===== src/rtl/program_loader_pkg.sv =====
// Shared types and frame constants for the serial program loader.
// The frame carries multi-byte fields low byte first.
package program_loader_pkg;

    typedef enum logic [2:0] {
        IDLE    = 3'd0,
        CNT_LO  = 3'd1,
        CNT_HI  = 3'd2,
        DATA_LO = 3'd3,
        DATA_HI = 3'd4,
        CHECK   = 3'd5
    } state_e;

    localparam logic [7:0] SYNC_BYTE = 8'hA5;

    // Bit position of each byte inside a reassembled 16-bit field.
    localparam int LO_SHIFT = 0;
    localparam int HI_SHIFT = 8;

    function automatic logic [15:0] join_halfword(input logic [7:0] hi, input logic [7:0] lo);
        return (16'(hi) << HI_SHIFT) | (16'(lo) << LO_SHIFT);
    endfunction

endpackage


===== src/rtl/loader_timeout.sv =====
// Inter-byte watchdog: asserts expired on the cycle that completes
// TIMEOUT_CYCLES consecutive enabled cycles without a kick.
module loader_timeout #(
    parameter int TIMEOUT_CYCLES = 100000
) (
    input  logic clk,
    input  logic reset,
    input  logic enable,
    input  logic kick,
    output logic expired
);

    localparam int CNT_W = $clog2(TIMEOUT_CYCLES + 1);

    logic [CNT_W-1:0] cnt_q;
    logic [CNT_W-1:0] cnt_d;

    assign expired = enable && !kick && (cnt_q == CNT_W'(TIMEOUT_CYCLES - 1));

    always_comb begin
        cnt_d = cnt_q;
        if (kick || !enable) begin
            cnt_d = '0;
        end else if (!expired) begin
            cnt_d = cnt_q + CNT_W'(1);
        end
    end

    always_ff @(posedge clk) begin
        if (reset) begin
            cnt_q <= '0;
        end else begin
            cnt_q <= cnt_d;
        end
    end

endmodule


===== src/rtl/program_loader.sv =====
// Receives a framed byte stream and writes its halfwords into CPU program
// memory, verifying an XOR checksum and guarding against stalled frames.
module program_loader #(
    parameter logic [31:0] BASE_INDEX     = 32'd0,
    parameter int          MAX_WORDS      = 1024,
    parameter int          TIMEOUT_CYCLES = 100000
) (
    input  logic        clk,
    input  logic        reset,
    input  logic        rx_valid,
    input  logic [7:0]  rx_data,
    output logic        download_program,
    output logic [31:0] instruction_index,
    output logic [15:0] program_in,
    output logic        busy,
    output logic        load_done,
    output logic        load_error
);

    import program_loader_pkg::*;

    state_e      state_q, state_d;
    logic [15:0] count_q, count_d;
    logic [15:0] hw_cnt_q, hw_cnt_d;
    logic [7:0]  lo_byte_q, lo_byte_d;
    logic [7:0]  chk_q, chk_d;
    logic        dl_q, dl_d;
    logic [31:0] index_q, index_d;
    logic [15:0] prog_q, prog_d;
    logic        done_q, done_d;
    logic        err_q, err_d;

    logic        timed_out;
    logic [15:0] count_full;
    logic        count_too_big;
    logic        last_hw;

    assign count_full    = join_halfword(rx_data, count_q[7:0]);
    assign count_too_big = {16'h0000, count_full} > 32'(MAX_WORDS);
    assign last_hw       = (hw_cnt_q + 16'd1) == count_q;

    loader_timeout #(
        .TIMEOUT_CYCLES(TIMEOUT_CYCLES)
    ) u_timeout (
        .clk    (clk),
        .reset  (reset),
        .enable (state_q != IDLE),
        .kick   (rx_valid),
        .expired(timed_out)
    );

    always_ff @(posedge clk) begin
        if (reset) begin
            state_q   <= IDLE;
            count_q   <= '0;
            hw_cnt_q  <= '0;
            lo_byte_q <= '0;
            chk_q     <= '0;
            dl_q      <= 1'b0;
            index_q   <= '0;
            prog_q    <= '0;
            done_q    <= 1'b0;
            err_q     <= 1'b0;
        end else begin
            state_q   <= state_d;
            count_q   <= count_d;
            hw_cnt_q  <= hw_cnt_d;
            lo_byte_q <= lo_byte_d;
            chk_q     <= chk_d;
            dl_q      <= dl_d;
            index_q   <= index_d;
            prog_q    <= prog_d;
            done_q    <= done_d;
            err_q     <= err_d;
        end
    end

    always_comb begin
        state_d = state_q;
        if (timed_out) begin
            state_d = IDLE;
        end else if (rx_valid) begin
            case (state_q)
                IDLE:    if (rx_data == SYNC_BYTE) state_d = CNT_LO;
                CNT_LO:  state_d = CNT_HI;
                CNT_HI: begin
                    if (count_too_big)           state_d = IDLE;
                    else if (count_full == 16'd0) state_d = CHECK;
                    else                          state_d = DATA_LO;
                end
                DATA_LO: state_d = DATA_HI;
                DATA_HI: state_d = last_hw ? CHECK : DATA_LO;
                CHECK:   state_d = IDLE;
                default: state_d = IDLE;
            endcase
        end
    end

    // Datapath and pulses; program_in/instruction_index hold between writes so
    // the CPU's repeated writes of the same halfword are harmless.
    always_comb begin
        count_d   = count_q;
        hw_cnt_d  = hw_cnt_q;
        lo_byte_d = lo_byte_q;
        chk_d     = chk_q;
        dl_d      = dl_q;
        index_d   = index_q;
        prog_d    = prog_q;
        done_d    = 1'b0;
        err_d     = 1'b0;
        if (timed_out) begin
            err_d = 1'b1;
            dl_d  = 1'b0;
        end else if (rx_valid) begin
            case (state_q)
                IDLE: chk_d = '0;
                CNT_LO: begin
                    count_d = {8'h00, rx_data};
                    chk_d   = chk_q ^ rx_data;
                end
                CNT_HI: begin
                    count_d  = count_full;
                    hw_cnt_d = '0;
                    chk_d    = chk_q ^ rx_data;
                    err_d    = count_too_big;
                end
                DATA_LO: begin
                    lo_byte_d = rx_data;
                    chk_d     = chk_q ^ rx_data;
                end
                DATA_HI: begin
                    prog_d   = join_halfword(rx_data, lo_byte_q);
                    index_d  = BASE_INDEX + {16'h0000, hw_cnt_q};
                    dl_d     = 1'b1;
                    hw_cnt_d = hw_cnt_q + 16'd1;
                    chk_d    = chk_q ^ rx_data;
                end
                CHECK: begin
                    dl_d   = 1'b0;
                    done_d = (rx_data == chk_q);
                    err_d  = (rx_data != chk_q);
                end
                default: chk_d = '0;
            endcase
        end
    end

    assign busy              = (state_q != IDLE);
    assign download_program  = dl_q;
    assign instruction_index = index_q;
    assign program_in        = prog_q;
    assign load_done         = done_q;
    assign load_error        = err_q;

endmodule


===== config.mk =====
export PLATFORM = sky130hd
export DESIGN_NAME = program_loader
export DESIGN_NICKNAME = d
export VERILOG_FILES = /design/src/rtl/program_loader_pkg.sv /design/src/rtl/loader_timeout.sv /design/src/rtl/program_loader.sv
export SDC_FILE = /design/constraint.sdc
export NUM_CORES = 1
export LEC_CHECK = 0
export BUFFER_PORTS_ARGS = -buffer_cell sky130_fd_sc_hd__buf_4
export CAP_MARGIN = 40
export CORE_MARGIN = 2
export CORE_UTILIZATION = 42
export CTS_CLUSTER_DIAMETER = 40
export DETAILED_ROUTE_END_ITERATION = 10
export PLACE_DENSITY = 0.73
export SLEW_MARGIN = 20
export SYNTH_ARGS = -nofsm -noshare
export SYNTH_HDL_FRONTEND = slang
export SYNTH_SLANG_ARGS = --single-unit

===== constraint.sdc =====
create_clock -name clk -period 3.05 [get_ports clk]
set_input_delay 0.1525 -clock clk [delete_from_list [all_inputs] [get_ports clk]]
set_output_delay 0.1525 -clock clk [all_outputs]
set_load 0.03 [all_outputs]

### Word-level counts from Yosys, hierarchy flattened

Index checks and enable logic that the tools add are counted.

* register bits: 103
* logic and storage cells: 65
* output and inout bits: 52

* mux-type cells: 12
* equality and inequality tests: 11
* add/subtract/negate cells: 2
* reductions and logical operators: 22
* bitwise logic cells: 6
* $lt $le $gt $ge: 1

Operators with widths (count)
* $pmux W16 S2: 2
* $or A16 B8 Y16: 2
* $add A17 B1 Y17 const B: 1
* $eq A17 B17 Y1 const B: 1
* $add A16 B1 Y16 const B: 1
* $eq A16 B16 Y1: 1
* $gt A16 B11 Y1 const B: 1
* $logic_not A16 Y1: 1
* $pmux W8 S2: 1
* $pmux W3 S5: 1
* $reduce_and A3 Y1: 5
* $mux W3: 4
* $eq A8 B8 Y1: 1
* $eq A8 B8 Y1 const B: 1
* $ne A8 B8 Y1: 1
* $reduce_or A4 Y1: 2
* $xor A8 B8 Y8: 1
* $eq A3 B2 Y1 const B: 2
* $eq A3 B3 Y1 const B: 2
* $reduce_bool A2 Y1: 3
* $pmux W1 S2: 2
* $reduce_and A2 Y1: 2
* $reduce_or A2 Y1: 2
* $eq A3 B1 Y1 const B: 1
* other kinds (8): 13

### Logic depth before layout (Yosys ltp)

Gate-level depths: netlist (run 1).

* depth in word-level cells: 5
* mapped depth: 8
* depth with buffers taken out: 7

### Cells and area by module

A second synthesis (run 1) with hierarchy kept.

* cell total of the unflattened synthesis: 635
* area, all modules: 5178.7 sq um

By module, submodules not included
* program_loader: instances 1, area an instance 4269.1 sq um, sequential area each 1721.7 sq um, cells an instance 534
* loader_timeout: instances 1, area an instance 909.6 sq um, sequential area each 340.3 sq um, cells an instance 101

### Worst setup path after synthesis (run 1)

No wires, ideal clock.

* path type: reg-to-reg
* start: register hw_cnt_q[1]
* end: register state_q[2]
* arrival: 1.922 ns
* cell stages (with the launch flop): 9
* required time: 2.934 ns
* period minus slack after synthesis: 2.038 ns
* setup slack: 1.012 ns
* path through: dfxtp_1 > ha_1 > buf_2 > and4_1 > nor4b_2 > o21ai_0 > o221ai_1 > nor4_2 > a31o_1

* longest elaborated chain between the ends: 4

RTL lines
* start, declared: RTL line program_loader.sv:24 `logic [15:0] hw_cnt_q, hw_cnt_d;`
* start signal, assigned: RTL line program_loader.sv:67 `hw_cnt_q <= hw_cnt_d;`
* $add A16 B1 Y16: RTL line program_loader.sv:40 `assign last_hw = (hw_cnt_q + 16'd1) == count_q;`
* $eq A16 B16 Y1: RTL line program_loader.sv:40
* $mux W3: RTL line program_loader.sv:92 `DATA_HI: state_d = last_hw ? CHECK : DATA_LO;`
* $pmux W3 S5: RTL line program_loader.sv:83 `case (state_q)`
* end signal, assigned: RTL line program_loader.sv:65 `state_q <= state_d;`
* end, declared: RTL line program_loader.sv:22 `state_e state_q, state_d;`

Every way passes these cells.
A chain may end at the register's enable or synchronous reset.

### Worst setup path in the final report (run 1)

* start: register hw_cnt_q[0]
* end: register state_q[2]

Same word-level chain as after synthesis.

==> results of run 1 <==
-- metal layers --
metal | track usage | routed length [um] | vias to the layer above
li1 | - | - | 2220
met1 | 0.239 | 5270 | 2088
met5 | 0 | 0 | -
met4 | 0.0504 | 117 | 0
met3 | 0.0452 | 518 | 13
met2 | 0.313 | 5750 | 101
-- per-stage QoR --
step                      hold WS [ns]   util  worst slack [ns]  std cells  instance area, um2
after floorplan                  0.388      -              1.01        664                5100
after global routing             0.124  0.479             0.396        816                5680
final                            0.115  0.479             0.553        816                5680
after CTS                        0.102  0.479             0.599        816                5680
after global placement           0.444  0.452             0.714        800                5360
after detailed placement         0.447  0.453             0.620        800                5370
-- worst paths after layout --
kind	from	end
worst max-delay path	hw_cnt_q[0]	state_q[2]
worst min-delay path	rx_data[3]	lo_byte_q[3]
worst max register to register	hw_cnt_q[0]	state_q[2]
worst min register to register	instruction_index[10]	instruction_index[10]
-- sequential cells by signal (all words and copies together), names as in the netlist --
| signal | cells |
|---|---|
| u_timeout.cnt_q | 17 |
| load_error | 1 |
| load_done | 1 |
| download_program | 1 |
| chk_q | 8 |
| program_in | 16 |
| hw_cnt_q | 16 |
| lo_byte_q | 8 |
| state_q | 3 |
| count_q | 16 |
| instruction_index | 16 |
-- report_power, final --
group          internal, uW  switching [uW]
registers              1340           0.282
logic                  19.0            73.8
clock network           721             503
-- worst max-delay path, stage by stage, from the launching register on --
cell and delay (ns):
dfxtp_1 0.50, ha_1 0.38, and4_1 0.35, nor4b_2 0.43, o221ai_1 0.19, nor4_2 0.39, a31o_1 0.20
-- placed cells by master, fill, tap and decap left out, types with 2 or more instances in the layout --
cell type,instances
and3_1,6
o31ai_1,2
nand3_1,11
nor4_1,9
buf_4,53
nand2_1,132
a31oi_1,5
inv_1,5
nor2b_1,6
clkbuf_1,2
bufinv_16,2
o21ai_0,22
nor2_1,52
and2_1,2
and4_1,4
ha_1,2
nand2b_1,7
a22oi_1,9
clkbuf_16,9
o311ai_0,2
conb_1,16
nor3_1,16
nand3b_1,11
nand4_1,10
o2111ai_1,2
or3_1,11
dfxtp_1,103
a21oi_1,79
a21o_1,6
xnor2_1,19
xor2_1,23
-- kinds of logic (layout without fill, tap and decap cells) --
group,count (synthesis),in the layout,synth area share
AO/OA/AOI/OAI,142,142,0.164
adder cells (fa/ha/maj),2,2,0.00496
flip-flops,103,103,0.409
AND/OR/NAND/NOR,288,288,0.275
buffers and inverters,69,74,0.0665
XOR/XNOR,43,43,0.0775
other,1,16,0.000744
multiplexers,1,1,0.00199
-- final cells by class --
type                    instances  area [um2]
clock buffers                  11         233
inverters                       5        18.8
repair buffers                 53         398
clock inverters                 5        81.3
flip-flops and latches        103        2060
well taps                     147         184
fillers                      1143        6180
multi-input cells             492        2710
==> out/metrics.cfg, run 1 <==
[critical_path]
cp.required_ns = 3.35
reg2reg_slack_ns = 0.55
end_kind = flop
startpoint_type = flop
path_max_fanout = 9
rr_worst_depth = 6
crit_type = reg -> reg
cp.arrival_ns = 2.79

[finish]
nNetsFinal = 677
syn_to_final_growth_pct = 12.7
diodes = 0
drive_gt1_frac = 0.114

[sta]
fmax_ghz = 0.401
fin_crit_sh = 0.819
slew_viol_final = 0
final_hold_viol_count = 0
min_period_ns = 2.50
clock_skew_ns = 0.00562
tightest_slew_ns = 0.758
setup_violations = 0
fin_setup_tns_ns = 0
grt_setup_unrepaired = false
slew-limit-headroom = 0.495

[placed_design]
hpwl_um = 7890
placement.io_buffers = 46
gp_congestion = 0.895

[logic_synthesis]
ys_async_sr_fraction = 0
yosysWarningCount = 0
syn_area_um2 = 5040
netlist.area_leader.share = 0.409
synthCells = 649
ys_top_cells_by_count = 132 x nand2_1, 103 x dfxtp_1, 79 x a21oi_1
synth.most_common_cell = nand2_1
seq_area_frac_synth = 0.409
yosysUniqueCellTypes = 58
yosys.area.top_type = dfxtp_1
synth_seq_cells = 103
ys.flop_type = dfxtp_1
synth.top_cells.by_area = dfxtp_1 41%, nand2_1 9.8%, a21oi_1 7.8%, xor2_1 4.0%, nor2_1 3.9%
synth_area_per_cell_um2 = 7.77
synth_edf_count = 0

[floorplan]
core-area_um2 = 11900
die_w_um = 114
ios = 63
num_rows = 40
dieArea_um2 = 12900
die_h_um = 114
start_util = 0.425

[power_and_ir_drop]
power_uw = 2660
p_leak_uw = 0.00200
ir_drop_mv = 0.352
power-per-cell-area_nw_per_um2 = 468

[outcome]
status = complete, no violations

[run]
max-cap-violations = 0

[clocking]
path_clk_slew_ns = 0.07
cts_buffers = 9
clk_latency_ns = 0.35
cts_hold_buf = 0
post_cts_buffers = 0
clock-sinks = 103
cts_resized = 0
cts_max_path_buffers = 2
htreeDepth = 3
cts-root-buf = clkbuf_16
cts_tree = done

[global_routing]
grt_max_degree = 61
grt_pass1_vias = 4123
antenna_found_initial = 0
grt_util_all_layers = 0.186
grt-ovfl-total = 0
grt_pass1_wl_um = 19500

[drt]
drtAntennaViolNets = 0
routedWlPerCell_um = 14.3
viasPerCell = 5.42
route.detailed.drc = 0
first_pass_iters = 5
vias = 4422
wl_um = 11700
drt_iter0_markers = 351

[worst_hold_path]
hold_depth = 3
hp-class = in -> reg

No activity file was read; power rests on OpenSTA's default activity.
==> run 2, diff against run 1 <==
- clock period: 3.05 -> 2.3 ns (I/O delays scaled with it)
==> out/metrics.cfg, run 2 (synthesis gave the netlist of run 1 again) <==
[floorplan]
start_util = 0.425  ; unchanged
die_w_um = 114  ; unchanged
dieArea_um2 = 12900  ; unchanged
num_rows = 40  ; unchanged
die_h_um = 114  ; unchanged
ios = 63  ; unchanged
core-area_um2 = 11900  ; unchanged

[critical_path]
crit_path_top_delay_cell = dfxtp_1  ; unchanged
cp_top_family = simple AND/OR/NAND/NOR gates  ; unchanged
end_kind = flop  ; unchanged
crit_type = reg -> reg  ; unchanged
cp.required_ns = 2.51  ; was 3.35 ns
path_max_fanout = 9  ; unchanged
reg2reg_slack_ns = 0.21  ; was 0.55 ns
cp.arrival_ns = 2.31  ; was 2.79 ns
max_stage_delay_ns = 0.52  ; was 0.50 ns
worst-path-buf-inv = 0  ; unchanged
startpoint_type = flop  ; unchanged
crit_chain = nand4_4 > nor4_4 > and4_1 > o221ai_2 > nor4_2 > o21ai_0  ; was ha_1 > and4_1 > nor4b_2 > o221ai_1 > nor4_2 > a31o_1

[clocking]
post_cts_buffers = 0  ; unchanged
cts_max_path_buffers = 2  ; unchanged
htreeDepth = 3  ; unchanged
cts_tree = done  ; unchanged
clock-sinks = 103  ; unchanged
clk_latency_ns = 0.34  ; was 0.35 ns
cts-root-buf = clkbuf_16  ; unchanged
path_clk_slew_ns = 0.06  ; was 0.07 ns
cts_buffers = 9  ; unchanged

[run]
max-cap-violations = 0  ; unchanged

[finish]
final_cell_mix = 132 x nand2_1, 102 x dfxtp_1, 79 x a21oi_1, 63 x buf_4, 52 x nor2_1  ; was 132 x nand2_1, 103 x dfxtp_1, 79 x a21oi_1, 53 x buf_4, 52 x nor2_1
largest_reg_flops = 17  ; unchanged
drive_gt1_frac = 0.133  ; was 0.114
final_common_cell = nand2_1  ; unchanged
diodes = 0  ; unchanged
fillCellCount = 1142  ; was 1143
register_area_um2 = 2060  ; about the same
multiInputGateArea_um2 = 2720  ; was 2710 um2
post-route-util = 0.489  ; was 0.479
regMostFlops = u_timeout.cnt_q  ; unchanged
nNetsFinal = 688  ; was 677
syn_to_final_growth_pct = 15.0  ; was 12.7%

[outcome]
status = complete, no violations  ; unchanged

[power_and_ir_drop]
switchingPower_uw = 726  ; was 577 uW
pwr-share-clk = 0.460  ; about the same
ir_drop_mv = 0.586  ; was 0.352 mV
p_comb_frac = 0.035  ; about the same
intPower_uw = 2810  ; was 2080 uW
swShare = 0.205  ; was 0.217
seqPwrFrac = 0.504  ; was 0.505
power-per-cell-area_nw_per_um2 = 610  ; was 468 nW/um2
p_leak_uw = 0.00207  ; was 0.00200 uW

[sta]
final_hold_viol_count = 0  ; unchanged
holdWs_ns = 0.0902  ; was 0.115 ns
slew-limit-headroom = 0.636  ; was 0.495
slew_viol_final = 0  ; unchanged
grt_setup_unrepaired = false  ; unchanged
clock_skew_ns = 0.00392  ; was 0.00562 ns
fmax_ghz = 0.478  ; was 0.401 GHz
fin_crit_sh = 0.910  ; was 0.819
fin_setup_tns_ns = 0  ; unchanged
tightest_slew_ns = 0.544  ; was 0.758 ns
min_period_ns = 2.09  ; was 2.50 ns
setup_slack_ns = 0.208  ; was 0.553 ns
setup_violations = 0  ; unchanged

[placed_design]
dp_slack_ns = 0.106  ; was 0.620 ns
placement.io_buffers = 46  ; unchanged
hpwl_um = 8130  ; was 7890 um
gp_congestion = 0.866  ; was 0.895

[drt]
first_pass_iters = 8  ; was 5
route.detailed.drc = 0  ; unchanged
vias = 4487  ; was 4422
viasPerCell = 5.44  ; was 5.42
wl_um = 11800  ; was 11700 um
drtAntennaViolNets = 0  ; unchanged
drt_iter0_markers = 350  ; was 351
routedWlPerCell_um = 14.3  ; about the same

[global_routing]
antenna_found_initial = 0  ; unchanged
grt_pass1_vias = 4067  ; was 4123
grt-ovfl-total = 0  ; unchanged
grt_pass1_wl_um = 19900  ; was 19500 um
grt_util_all_layers = 0.189  ; was 0.186
busiest_layer = met2  ; unchanged
grt_use_met2 = 0.317  ; was 0.313
grt_max_degree = 45  ; was 61
met3_usage = 0.0457  ; was 0.0452
use_met1 = 0.248  ; was 0.239

[worst_hold_path]
hp-class = in -> reg  ; unchanged

-- run 2: path summary, 6_finish.rpt --
path / cells past startpoint / endpoint / from
worst max-delay path: 6 / state_q[1] / hw_cnt_q[6]
worst min register to register: 2 / program_in[6] / program_in[6]
worst max register to register: 6 / state_q[1] / hw_cnt_q[6]
worst min-delay path: 3 / count_q[6] / rx_data[6]
-- run 2: power groups by stage --
| stage | Sequential (uW) | Combinational [uW] | Clock [uW] |
|---|---|---|---|
| CTS | 1780 | 124 | 1660 |
| global placement | 1820 | 122 | 0 |
| finish | 1780 | 125 | 1630 |
| global route | 1780 | 134 | 1740 |
| floorplan | 1820 | 113 | 0 |
| detailed placement | 1820 | 124 | 0 |
-- run 2: cell type report --
| cell class | instances | area share |
|---|---|---|
| Clock inverter | 3 | 0.0117 |
| Multi-Input combinational cell | 492 | 0.469 |
| Tap cell | 147 | 0.0317 |
| Inverter | 5 | 0.00324 |
| Timing Repair Buffer | 64 | 0.0850 |
| Clock buffer | 11 | 0.0436 |
| Sequential cell | 103 | 0.356 |
-- run 2: metal layers --
metal  vias to the layer above  share of wire
li1                       2240              -
met2                       117           0.49
met3                         9          0.057
met4                         0         0.0085
met5                         -              0
met1                      2121           0.44
-- run 2: worst register-to-register path, cell delays in order (launching register included) --
cell and delay [ns]:
dfxtp_1 0.52, nand4_4 0.22, nor4_4 0.38, and4_1 0.25, o221ai_2 0.10, nor4_2 0.37, o21ai_0 0.13
-- run 2: repair_timing --
action,in CTS,in global routing
hold buffers,0,0
gates resized for setup,0,5
endpoints found under the hold margin,0,0
endpoints found under the setup margin,0,3
-- run 2: stage by stage --
step | instances | area [um2] | total power [uW]
final | 825 | 5800 | 3540
after CTS | 825 | 5780 | 3570
after global placement | 811 | 5460 | 1950
after floorplan | 664 | 5100 | 1940
after global routing | 825 | 5800 | 3660
after detailed placement | 811 | 5460 | 1950
==> run 3, diff against run 2 <==
- CORE_ASPECT_RATIO: default -> 1.25
- CORE_MARGIN: 2 -> 1.5
==> out/metrics.cfg, run 3 (synthesis gave the netlist of run 1 again) <==
[sta]
final_hold_viol_count = 0  ; unchanged
slew-limit-headroom = 0.602  ; was 0.636
grt_setup_unrepaired = false  ; unchanged
clock_skew_ns = 0.0118  ; was 0.00392 ns
slew_viol_final = 0  ; unchanged
tightest_slew_ns = 0.597  ; was 0.544 ns
fin_crit_sh = 0.939  ; was 0.910
fin_setup_tns_ns = 0  ; unchanged
min_period_ns = 2.16  ; was 2.09 ns
fmax_ghz = 0.463  ; was 0.478 GHz
setup_violations = 0  ; unchanged
setup_slack_ns = 0.140  ; was 0.208 ns

[worst_hold_path]
hold_path_startpoint = rx_data[3]  ; was rx_data[6]
hp-class = in -> reg  ; unchanged

[global_routing]
grt_pass1_wl_um = 20000  ; was 19900 um
grt_max_degree = 60  ; was 45
grt_util_all_layers = 0.197  ; was 0.189
grt_pass1_vias = 4113  ; was 4067
antenna_found_initial = 0  ; unchanged
grt-ovfl-total = 0  ; unchanged

[drt]
route.detailed.drc = 0  ; unchanged
drt_iter0_markers = 244  ; was 350
vias = 4574  ; was 4487
wl_um = 12000  ; was 11800 um
viasPerCell = 5.45  ; was 5.44
drtAntennaViolNets = 0  ; unchanged
first_pass_iters = 5  ; was 8
routedWlPerCell_um = 14.2  ; was 14.3 um

[power_and_ir_drop]
power-per-cell-area_nw_per_um2 = 589  ; was 610 nW/um2
swShare = 0.244  ; was 0.205
p_leak_uw = 0.00204  ; was 0.00207 uW
seqPwrFrac = 0.525  ; was 0.504
pwr-share-clk = 0.438  ; was 0.460
intPower_uw = 2570  ; was 2810 uW
switchingPower_uw = 830  ; was 726 uW
p_comb_frac = 0.037  ; was 0.035
ir_drop_mv = 0.293  ; was 0.586 mV

[finish]
fillCellCount = 1148  ; was 1142
register_area_um2 = 2070  ; was 2060 um2
final_cell_mix = 132 x nand2_1, 100 x dfxtp_1, 79 x a21oi_1, 63 x buf_4, 52 x nor2_1  ; was 132 x nand2_1, 102 x dfxtp_1, 79 x a21oi_1, 63 x buf_4, 52 x nor2_1
largest_reg_flops = 17  ; unchanged
final_common_cell = nand2_1  ; unchanged
nNetsFinal = 687  ; was 688
syn_to_final_growth_pct = 14.3  ; was 15.0%
diodes = 0  ; unchanged
regMostFlops = u_timeout.cnt_q  ; unchanged
drive_gt1_frac = 0.134  ; was 0.133
multiInputGateArea_um2 = 2720  ; about the same

[floorplan]
start_util = 0.432  ; was 0.425
core-area_um2 = 11700  ; was 11900 um2
die_w_um = 101  ; was 114 um
dieArea_um2 = 12700  ; was 12900 um2
ios = 63  ; unchanged
die_h_um = 125  ; was 114 um
num_rows = 44  ; was 40

[critical_path]
crit_path_start = hw_cnt_q[0]  ; was hw_cnt_q[6]
end_kind = flop  ; unchanged
startpoint_type = flop  ; unchanged
cp.required_ns = 2.61  ; was 2.51 ns
path_max_fanout = 9  ; unchanged
r2r_start = hw_cnt_q[0]  ; was hw_cnt_q[6]
crit_type = reg -> reg  ; unchanged
cp.arrival_ns = 2.47  ; was 2.31 ns

[placed_design]
gp_congestion = 0.890  ; was 0.866
hpwl_um = 8110  ; was 8130 um
dp_slack_ns = 0.100  ; was 0.106 ns
placement.io_buffers = 46  ; unchanged

[clocking]
clk_latency_ns = 0.36  ; was 0.34 ns
clock-sinks = 103  ; unchanged
htreeDepth = 3  ; unchanged
cts_max_path_buffers = 2  ; unchanged
cts_buffers = 9  ; unchanged
cts_hold_buf = 0  ; unchanged
cts-root-buf = clkbuf_16  ; unchanged
path_clk_slew_ns = 0.08  ; was 0.06 ns
cts_tree = done  ; unchanged

[run]
max-cap-violations = 0  ; unchanged

[outcome]
status = complete, no violations  ; unchanged

[run 3: cell count changes in the layout (fill, tap and decap cells not counted), moves of 2 or more]
cell / change
clkbuf_8: -2
inv_8: +2
bufinv_16: -2
inv_6: +2
dfxtp_1: -2
dfxtp_2: +2
clkinv_4: +2
[run 3: repair_timing]
item / 4_1_cts / 5_1_grt
endpoints found under the setup margin: 0 / 3
setup buffers: 0 / 0
resized for setup: 0 / 6
[run 3: path summary, 6_finish.rpt]
kind                     to  slack (ns)  cells after the start
min reg2reg   program_in[2]        0.46                      2
min          program_in[11]        0.07                      3
max              state_q[2]        0.14                      8
max reg2reg      state_q[2]        0.14                      8
[run 3: per-stage QoR]
stage | power, uW | hold WS, ns | instances | util | cell area [um2]
detailed placement | 1950 | 0.439 | 824 | 0.468 | 5460
CTS | 3430 | 0.0604 | 840 | 0.492 | 5740
global placement | 1950 | 0.434 | 824 | 0.468 | 5460
floorplan | 1940 | 0.350 | 664 | - | 5100
global route | 3510 | 0.0634 | 840 | 0.494 | 5760
finish | 3400 | 0.0686 | 840 | 0.494 | 5760
[run 3: cell type report]
| class | instances | share of cell area |
|---|---|---|
| clock buffer | 9 | 0.0391 |
| inverter | 5 | 0.00326 |
| sequential | 103 | 0.358 |
| multi-input combinational | 492 | 0.471 |
| clock inverter | 7 | 0.0109 |
| tap | 161 | 0.0350 |
| timing repair buffer | 63 | 0.0821 |
[run 3: routing by layer]
layer  track usage  share of wire
met5             0              0
met4        0.0629          0.015
met3        0.0447          0.058
met2         0.331           0.50
met1         0.247           0.43
[run 3: power by group through the flow]
stage	logic (uW)	registers [uW]	clock network (uW)
finish	127	1780	1490
global route	136	1780	1590
CTS	125	1780	1520
detailed placement	125	1820	0
global placement	123	1820	0
floorplan	113	1820	0
[run 3: critical path, stage by stage (launching register included)]
cell and delay (ns):
dfxtp_2 0.37, ha_1 0.24, buf_4 0.16, xnor3_1 0.21
o2111ai_1 0.14, nor4_2 0.26, nand4_1 0.21, nor4_4 0.36
a31o_1 0.17
